File: config.mk
export PLATFORM = sky130hd
export DESIGN_NAME = word_serializer
export DESIGN_NICKNAME = d
export VERILOG_FILES = /design/src/rtl/word_serializer_pkg.sv /design/src/rtl/word_serializer.sv
export SDC_FILE = /design/constraint.sdc
export NUM_CORES = 1
export LEC_CHECK = 0
export BUFFER_PORTS_ARGS = -buffer_cell sky130_fd_sc_hd__buf_2
export CORE_ASPECT_RATIO = 1.2
export CORE_MARGIN = 5
export CORE_UTILIZATION = 53
export DETAILED_ROUTE_END_ITERATION = 16
export PLACE_DENSITY_LB_ADDON = 0.05
export SLEW_MARGIN = 25
export SYNTH_ARGS = -nofsm -noshare
export SYNTH_HDL_FRONTEND = slang
export SYNTH_SLANG_ARGS = --single-unit
File: constraint.sdc
create_clock -name clk_i -period 2.6 [get_ports clk_i]
set_input_delay 0 -clock clk_i [delete_from_list [all_inputs] [get_ports clk_i]]
set_output_delay 0 -clock clk_i [all_outputs]
set_load 0.01 [all_outputs]
File: src/rtl/word_serializer_pkg.sv
`default_nettype none
// ============================================================================
//  Module  : word_serializer_pkg
//  Purpose : Shared types, default geometry and the beat select helper for
//            word_serializer.
//  Contents: ser_state_e  - 2-bit FSM state encoding (IDLE, WAIT, SHIFT)
//            SIZE_DEF     - default word width
//            OUT_W_DEF    - default beat width
//            SER_MAX_W    - widest word the helper can handle
//            beat_sel()   - returns beat number idx of a word, LSB- or
//                           MSB-first ordering
//  Revision: 1.0 - initial release
// ============================================================================
package word_serializer_pkg;

  typedef enum logic [1:0] {
    IDLE  = 2'd0,
    WAIT  = 2'd1,
    SHIFT = 2'd2
  } ser_state_e;

  localparam int unsigned SIZE_DEF  = 32;
  localparam int unsigned OUT_W_DEF = 8;
  localparam int unsigned SER_MAX_W = 256;

  // The word is passed zero-extended to SER_MAX_W so that one helper serves
  // every geometry. The requested beat lands in the low out_w bits of the
  // result; the caller truncates to its beat width.
  function automatic logic [SER_MAX_W-1:0] beat_sel(
    input logic [SER_MAX_W-1:0] word,
    input int unsigned          idx,
    input bit                   msb_first,
    input int unsigned          out_w,
    input int unsigned          ratio
  );
    int unsigned pos;
    pos = msb_first ? (ratio - 1 - idx) : idx;
    return word >> (pos * out_w);
  endfunction

endpackage : word_serializer_pkg
`default_nettype wire

File: src/rtl/word_serializer.sv
`default_nettype none
// ============================================================================
//  Module  : word_serializer
//  Purpose : Pops SIZE-bit words from a FIFO read port (pop pulse, data one
//            cycle later) and emits each as RATIO = SIZE/OUT_W beats on a
//            valid/ready stream, flagging the final beat of every word.
//  Ports   : clk_i        - clock, rising edge
//            rst_i        - asynchronous reset, active low
//            avail_i      - FIFO holds at least one unread word
//            pop_o        - one-cycle FIFO read request
//            word_valid_i - FIFO read data valid
//            word_i       - FIFO read data
//            beat_o       - current beat
//            beat_valid_o - beat_o valid
//            beat_ready_i - sink accepts the beat
//            beat_last_o  - final beat of the word
//            err_o        - sticky: word_valid_i seen while not waiting
//  Revision: 1.0 - initial release
// ============================================================================
module word_serializer
  import word_serializer_pkg::*;
#(
  parameter int unsigned SIZE      = SIZE_DEF,
  parameter int unsigned OUT_W     = OUT_W_DEF,
  parameter bit          MSB_FIRST = 1'b0
) (
  input  logic             clk_i,
  input  logic             rst_i,
  input  logic             avail_i,
  output logic             pop_o,
  input  logic             word_valid_i,
  input  logic [SIZE-1:0]  word_i,
  output logic [OUT_W-1:0] beat_o,
  output logic             beat_valid_o,
  input  logic             beat_ready_i,
  output logic             beat_last_o,
  output logic             err_o
);

  localparam int unsigned RATIO = SIZE / OUT_W;
  localparam int unsigned CW    = (RATIO > 1) ? $clog2(RATIO) : 1;
  localparam logic [CW-1:0] C_LAST = CW'(RATIO - 1);

  generate
    if ((SIZE % OUT_W) != 0 || RATIO < 2 || SIZE > SER_MAX_W) begin : g_param_check
      $error("word_serializer: SIZE must be a multiple of OUT_W with SIZE/OUT_W >= 2 and SIZE <= SER_MAX_W");
    end
  endgenerate

  // Registered state and outputs
  ser_state_e       r_state;
  logic             r_pop;
  logic             r_beat_valid;
  logic             r_beat_last;
  logic [OUT_W-1:0] r_beat;
  logic             r_err;
  logic [CW-1:0]    r_cnt;
  logic [SIZE-1:0]  r_shift;

  // Next-state values
  ser_state_e       w_state_n;
  logic             w_pop_n;
  logic             w_beat_valid_n;
  logic             w_beat_last_n;
  logic [OUT_W-1:0] w_beat_n;
  logic             w_err_n;
  logic [CW-1:0]    w_cnt_n;
  logic [SIZE-1:0]  w_shift_n;

  logic             w_accept;
  logic [CW-1:0]    w_cnt_inc;

  assign w_accept  = r_beat_valid && beat_ready_i;
  assign w_cnt_inc = r_cnt + 1'b1;

  always_ff @(posedge clk_i or negedge rst_i) begin
    if (!rst_i) begin
      r_state      <= IDLE;
      r_pop        <= 1'b0;
      r_beat_valid <= 1'b0;
      r_beat_last  <= 1'b0;
      r_beat       <= '0;
      r_err        <= 1'b0;
      r_cnt        <= '0;
      r_shift      <= '0;
    end else begin
      r_state      <= w_state_n;
      r_pop        <= w_pop_n;
      r_beat_valid <= w_beat_valid_n;
      r_beat_last  <= w_beat_last_n;
      r_beat       <= w_beat_n;
      r_err        <= w_err_n;
      r_cnt        <= w_cnt_n;
      r_shift      <= w_shift_n;
    end
  end

  always_comb begin
    w_state_n      = r_state;
    w_pop_n        = 1'b0;
    w_beat_valid_n = r_beat_valid;
    w_beat_last_n  = r_beat_last;
    w_beat_n       = r_beat;
    w_cnt_n        = r_cnt;
    w_shift_n      = r_shift;
    // A FIFO response is only expected while a pop is outstanding.
    w_err_n        = r_err | (word_valid_i && (r_state != WAIT));

    unique case (r_state)
      IDLE: begin
        if (avail_i) begin
          w_pop_n   = 1'b1;
          w_state_n = WAIT;
        end
      end

      WAIT: begin
        if (word_valid_i) begin
          w_shift_n      = word_i;
          w_cnt_n        = '0;
          w_beat_valid_n = 1'b1;
          w_beat_last_n  = 1'b0;
          w_beat_n       = OUT_W'(beat_sel(SER_MAX_W'(word_i), 0, MSB_FIRST, OUT_W, RATIO));
          w_state_n      = SHIFT;
        end
      end

      SHIFT: begin
        // Beat registers hold while valid && !ready.
        if (w_accept) begin
          if (r_cnt == C_LAST) begin
            w_beat_valid_n = 1'b0;
            w_beat_last_n  = 1'b0;
            w_cnt_n        = '0;
            // Chain straight into the next pop so a busy FIFO costs only
            // the two-cycle read turnaround between words.
            if (avail_i) begin
              w_pop_n   = 1'b1;
              w_state_n = WAIT;
            end else begin
              w_state_n = IDLE;
            end
          end else begin
            w_cnt_n       = w_cnt_inc;
            w_beat_last_n = (w_cnt_inc == C_LAST);
            w_beat_n      = OUT_W'(beat_sel(SER_MAX_W'(r_shift), 32'(w_cnt_inc), MSB_FIRST, OUT_W, RATIO));
          end
        end
      end

      default: begin
        w_state_n = IDLE;
      end
    endcase
  end

  assign pop_o        = r_pop;
  assign beat_o       = r_beat;
  assign beat_valid_o = r_beat_valid;
  assign beat_last_o  = r_beat_last;
  assign err_o        = r_err;

endmodule : word_serializer
`default_nettype wire

==> After elaboration in Yosys (flattened, before gate mapping) <==
Cells that the tools add are included.
{ "totals": {"ff_bits": 48, "out_inout_bits": 12, "wordCells": 56} }
{ "op_classes": {"add_sub_neg": 1, "n_eq_ne": 10, "shift": 1, "muxes": 26, "n_bitwise": 1, "n_reduce_logical": 9} }
{ "ops": {"columns": ["op", "count"], "rows": [
  ["32-bit by 5-bit >> shifter with 8-bit output", 1],
  ["8-bit 2-to-1 mux", 3],
  ["8-bit one-hot mux with 2 select lines", 1],
  ["2-bit 2-to-1 mux", 7],
  ["4-bit AND reduction", 3],
  ["1-bit 2-to-1 mux", 10],
  ["2-bit inequality test, second input constant", 5],
  ["2-bit equality test, second input constant", 3],
  ["1-bit one-hot mux with 2 select lines", 3],
  ["2-bit one-hot mux with 3 select lines", 1],
  ["2-bit one-hot mux with 2 select lines", 1],
  ["3-bit AND reduction", 1],
  ["2-bit by 1-bit adder with 2-bit output, second input constant", 1],
  ["2-bit by 1-bit equality test with 1-bit output, second input constant", 1],
  ["1-bit logical AND", 2],
  ["2-bit logical NOT", 1],
  ["2-bit by 1-bit inequality test with 1-bit output, second input constant", 1],
  ["2-bit AND reduction", 1],
  ["2-bit nonzero test", 1],
  ["1-bit OR", 1]
]} }

==> Depth between registers and ports, before layout <==
{ "depth": {"ltp_word": 5, "ltp_mapped": 9, "depth_no_buf": 5} }

==> Worst setup path before layout <==
Ideal clock, no wire load.
{ "synth_timing": {"path_kind": "flip-flop to flip-flop", "start": "reg r_cnt[0]", "end": "reg r_beat[2], in the netlist beat_o[2]", "setup_ns": 0.125, "arrival_time_ns": 2.234, "required_ns": 2.475, "path_slack_ns": 0.242, "path_stages_with_launch": 10, "n_path_buf": 4, "period_less_slack_ns": 2.358, "cell_sequence": "dfrtp_1 -> buf_6 -> buf_2 -> buf_2 -> inv_1 -> ha_1 -> buf_1 -> mux4_2 -> mux2_2 -> mux2_2"} }
{ "synth_between": {"elab_chain_len": 5, "elab_cells_between_ends": 8, "classes_between": "1 x add/sub; 2 x eq/ne; 1 x shift; 3 x mux; 1 x reduce/logical"} }
{ "synth_lines": {"columns": ["element", "line", "rtl"], "rows": [
  ["start: declaration", "word_serializer.sv:57", "logic [CW-1:0] r_cnt;"],
  ["start signal: assignment", "word_serializer.sv:93", "r_cnt <= w_cnt_n;"],
  ["2-bit by 1-bit adder with 2-bit output", "word_serializer.sv:74", "assign w_cnt_inc = r_cnt + 1'b1;"],
  ["32-bit by 5-bit >> shifter with 8-bit output", "word_serializer_pkg.sv:38", "return word >> (pos * out_w);"],
  ["8-bit 2-to-1 mux", "word_serializer.sv:131", "if (r_cnt == C_LAST) begin"],
  ["8-bit 2-to-1 mux", "word_serializer.sv:130", "if (w_accept) begin"],
  ["8-bit one-hot mux with 2 select lines", "word_serializer.sv:109", "unique case (r_state)"],
  ["end signal: assignment", "word_serializer.sv:91", "r_beat <= w_beat_n;"],
  ["end: declaration", "word_serializer.sv:55", "logic [OUT_W-1:0] r_beat;"]
]} }
Parallel ways exist; a longest one is shown, timed or not. The select of a mux whose other input is x is not followed.
A chain may end at the register's enable or synchronous reset.

==> Worst setup path after layout <==
{ "layout_timing": {"start": "reg r_cnt[0]", "end": "reg r_beat[5], in the netlist beat_o[5]"} }
Same word-level chain as after synthesis.

==> run_summary.xml <==
<?xml version="1.0" encoding="UTF-8"?>
<metrics>
  <group name="clock_network">
    <metric name="number_of_clock_sinks_seen_by_cts" unit="">48</metric>
    <metric name="tritoncts.num_buffers" unit="">5</metric>
    <metric name="cts_root_buffer" unit="">clkbuf_8</metric>
    <metric name="cts_max_path_buffers" unit="">2</metric>
    <metric name="clk_latency" unit="ns">0.29</metric>
    <metric name="cts.htree.levels" unit="">2</metric>
    <metric name="path_clk_slew" unit="ns">0.08</metric>
    <metric name="cts-resized-gates" unit="">0</metric>
    <metric name="tritoncts" unit="">yes</metric>
  </group>
  <group name="timing">
    <metric name="worst_slew_pin_slew" unit="ns">0.641</metric>
    <metric name="rsz0062_at_grt" unit="">no</metric>
    <metric name="timing_hold_violations_final" unit="">0</metric>
    <metric name="report.final.slew_viol_count" unit="">0</metric>
    <metric name="final_period_minus_worst_setup_slack" unit="ns">1.99</metric>
    <metric name="finClkSkew" unit="ns">0.00486</metric>
    <metric name="totalNegativeSetupSlack" unit="ns">0</metric>
    <metric name="timing.fmax" unit="MHz">503</metric>
    <metric name="final_setup_slack_of_the_worst_path" unit="ns">0.612</metric>
    <metric name="period_share" unit="%">76.5</metric>
    <metric name="setup-violations-final" unit="">0</metric>
    <metric name="max_slew_margin" unit="%">56.8</metric>
  </group>
  <group name="critical_path">
    <metric name="startpoint_type" unit="">register</metric>
    <metric name="crit_chain" unit="">inv_1 &gt; ha_1 &gt; mux4_2 &gt; mux2_2 &gt; mux2_2</metric>
    <metric name="r2r.worst_path.cells" unit="">5</metric>
    <metric name="regToRegEndpoint" unit="">beat_o[5]</metric>
    <metric name="critical_path_required" unit="ns">2.78</metric>
    <metric name="worst-path-max-fanout" unit="">10</metric>
    <metric name="arrival" unit="ns">2.17</metric>
    <metric name="critPathSlowestCell" unit="">ha_1</metric>
    <metric name="critPathMaxStageDelay" unit="ns">0.51</metric>
    <metric name="timing_worst_setup_path_type" unit="">reg2reg</metric>
    <metric name="reg2reg_from" unit="">r_cnt[0]</metric>
    <metric name="cpMostUsedCell" unit="">mux2_2</metric>
    <metric name="worstSetupEndpointType" unit="">register</metric>
    <metric name="reg2reg_slack" unit="ns">0.61</metric>
  </group>
  <group name="yosys">
    <metric name="synth_largest_type_area_fraction" unit="%">55.2</metric>
    <metric name="post_synth_instance_area" unit="sq um">2180</metric>
    <metric name="synth_cells" unit="">161</metric>
    <metric name="yosysSeqAreaShare" unit="%">55.2</metric>
    <metric name="postSynthRegisterBits" unit="">48</metric>
    <metric name="synthesis.area_per_instance" unit="sq um">13.5</metric>
    <metric name="synth_area_leaders" unit="">dfrtp_1, mux2_2, mux4_2, nor2b_1, a2111oi_0</metric>
    <metric name="library_cells_used_by_synthesis" unit="">25</metric>
    <metric name="synthDominantAreaCellType" unit="">dfrtp_1</metric>
    <metric name="synth_fp_nets" unit="">200</metric>
    <metric name="ys.warnings.count" unit="">0</metric>
  </group>
  <group name="detailed_routing">
    <metric name="drt-initial-drc-count" unit="">64</metric>
    <metric name="vias_per_cell" unit="">5.39</metric>
    <metric name="detail_route.drc_violations" unit="">0</metric>
    <metric name="detailroute.via_count" unit="">1617</metric>
    <metric name="drtAntennaViolNets" unit="">0</metric>
    <metric name="avgRoutedWirePerCell" unit="microns">15.7</metric>
    <metric name="drtPass1Iterations" unit="">4</metric>
    <metric name="drt-total-wl" unit="microns">4700</metric>
  </group>
  <group name="hold_path">
    <metric name="worstHoldStart" unit="">beat_ready_i</metric>
    <metric name="holdPathStages" unit="">4</metric>
    <metric name="whs_endpoint" unit="">beat_valid_o</metric>
    <metric name="hp-class" unit="">in2reg</metric>
  </group>
  <group name="floorplanning">
    <metric name="placeableCoreArea" unit="sq um">3970</metric>
    <metric name="pin_count" unit="">49</metric>
    <metric name="chipHeight" unit="microns">80.2</metric>
    <metric name="dieArea" unit="sq um">5490</metric>
    <metric name="floorplan.die.width" unit="microns">68.5</metric>
    <metric name="floorplan.initialDensity" unit="%">54.8</metric>
    <metric name="row_count" unit="">25</metric>
  </group>
  <group name="cells_and_area">
    <metric name="post-route-util" unit="%">73.6</metric>
    <metric name="nFillCells" unit="">288</metric>
    <metric name="total_area_of_multi_input_combinational_cells" unit="sq um">912</metric>
    <metric name="finalInstanceArea" unit="sq um">2920</metric>
    <metric name="num-nets-final" unit="">285</metric>
    <metric name="area_growth_syn_to_layout" unit="%">34.3</metric>
    <metric name="layout.area.seq" unit="sq um">1200</metric>
    <metric name="diodes" unit="">0</metric>
    <metric name="final_layout_size_suffix_gt1_share" unit="%">42.7</metric>
  </group>
  <group name="power_and_ir_drop">
    <metric name="total_power" unit="uW">2990</metric>
    <metric name="peakVddDrop" unit="V">0.000668</metric>
    <metric name="total_leakage_power" unit="uW">0.00130</metric>
    <metric name="pd_cells" unit="nW/um^2">1020</metric>
  </group>
  <group name="grt">
    <metric name="globalRouteOverflowTotal" unit="">0</metric>
    <metric name="antenna_found_initial" unit="">0</metric>
    <metric name="grt_max_degree" unit="">49</metric>
    <metric name="grt_pass1_wl" unit="microns">7800</metric>
    <metric name="via_count_of_the_first_global_routing_pass" unit="">1720</metric>
    <metric name="grt_util_all_layers" unit="%">18.9</metric>
  </group>
  <group name="placed_design">
    <metric name="buffer_ports.inserted" unit="">48</metric>
    <metric name="place_congestion" unit="">0.808</metric>
    <metric name="dpl-instance-area" unit="sq um">2470</metric>
    <metric name="dp_hpwl" unit="microns">3320</metric>
    <metric name="post-place-ws" unit="ns">0.630</metric>
  </group>
  <group name="run_status">
    <metric name="outcome" unit="">complete, no violations</metric>
  </group>
  <group name="run">
    <metric name="max-cap-violations" unit="">0</metric>
  </group>
</metrics>
==> worst max path at each step <==
stage | cells after the start | start | endpoint | slack, ns
2_1_floorplan | 9 | r_cnt[0] | beat_o[2] | 0.24
3_3_place_gp | 5 | r_cnt[0] | beat_o[4] | 0.68
3_5_place_dp | 5 | r_cnt[0] | beat_o[2] | 0.63
4_1_cts | 5 | r_cnt[0] | beat_o[6] | 0.61
5_1_grt | 5 | r_cnt[0] | beat_o[5] | 0.55
6_report | 5 | r_cnt[0] | beat_o[5] | 0.61
==> sequential cells by signal, summed over array words and instances, names as in the netlist <==
name,flops
r_shift,32
beat_o,8
r_cnt,2
r_state,2
beat_last_o,1
beat_valid_o,1
err_o,1
pop_o,1
==> area by class of cell <==
type / instances / area share [%]
sequential: 48 / 41.1
multi-input combinational: 100 / 31.2
timing repair buffer: 89 / 21.8
clock buffer: 7 / 3.30
tap: 54 / 2.31
inverter: 2 / 0.257
==> kinds of logic after synthesis <==
logic type / synth area share, %
flip-flops: 55.2
multiplexers: 24.8
AO/OA/AOI/OAI: 8.97
AND/OR/NAND/NOR: 6.95
buffers and inverters: 2.93
adder cells (fa/ha/maj): 1.15
==> metal layers <==
layer	up-vias	part of all wire, %	global-route usage (%)
met1	808	41	23.0
met4	0	1.1	5.17
met5	-	0	0
met3	5	4.3	3.92
met2	41	54	33.0
li1	763	-	-
==> critical path: cells and delay by family, from the launching register on <==
kind,cells,cell delay (ns)
mux,3,0.88
fa+ha+maj,1,0.51
flops,1,0.42
buf+inv,1,0.07
==> stage by stage <==
step	hold slack [ns]	cells
floorplan	-0.296	161
global placement	0.228	258
detailed placement	0.236	258
CTS	0.0313	300
global route	0.0669	300
finish	0.0370	300
==> cell usage after synthesis <==
| master | number |
|---|---|
| a2111oi_0 | 4 |
| a211oi_1 | 4 |
| a21o_1 | 2 |
| a21oi_1 | 1 |
| buf_1 | 1 |
| buf_2 | 6 |
| buf_6 | 1 |
| clkbuf_1 | 3 |
| dfrtp_1 | 48 |
| ha_1 | 2 |
| inv_1 | 2 |
| mux2_2 | 40 |
| mux4_2 | 4 |
| nand2_1 | 3 |
| nand2b_1 | 4 |
| nand3_1 | 4 |
| nand3b_1 | 2 |
| nand4b_1 | 1 |
| nor2_1 | 4 |
| nor2b_1 | 9 |
| o211ai_1 | 4 |
| o21a_1 | 1 |
| o21ai_0 | 6 |
| o31ai_1 | 1 |
| o41ai_1 | 4 |
==> where the power goes <==
part,switching [uW],internal (uW)
clock network,230,237
registers,215,1110
logic,516,686
==> repair_timing <==
action / 4_1_cts / 5_1_grt
setup buffers: 0 / 0
endpoints found under the hold margin: 82 / 0
hold buffers: 35 / 0
==> layout by cell type (no fill, tap or decap), types with 3 or more instances in the layout <==
| cell | count |
|---|---|
| dfrtp_1 | 48 |
| buf_2 | 47 |
| mux2_2 | 40 |
| dlygate4sd3_1 | 35 |
| nor2b_1 | 9 |
| clkbuf_8 | 7 |
| buf_4 | 7 |
| o21ai_0 | 6 |
| nand3_1 | 4 |
| nand2b_1 | 4 |
| mux4_2 | 4 |
| a211oi_1 | 4 |
| nor2_1 | 4 |
| a2111oi_0 | 4 |
| o211ai_1 | 4 |
| o41ai_1 | 4 |
| nand2_1 | 3 |
(Power assumes the default switching activity.)
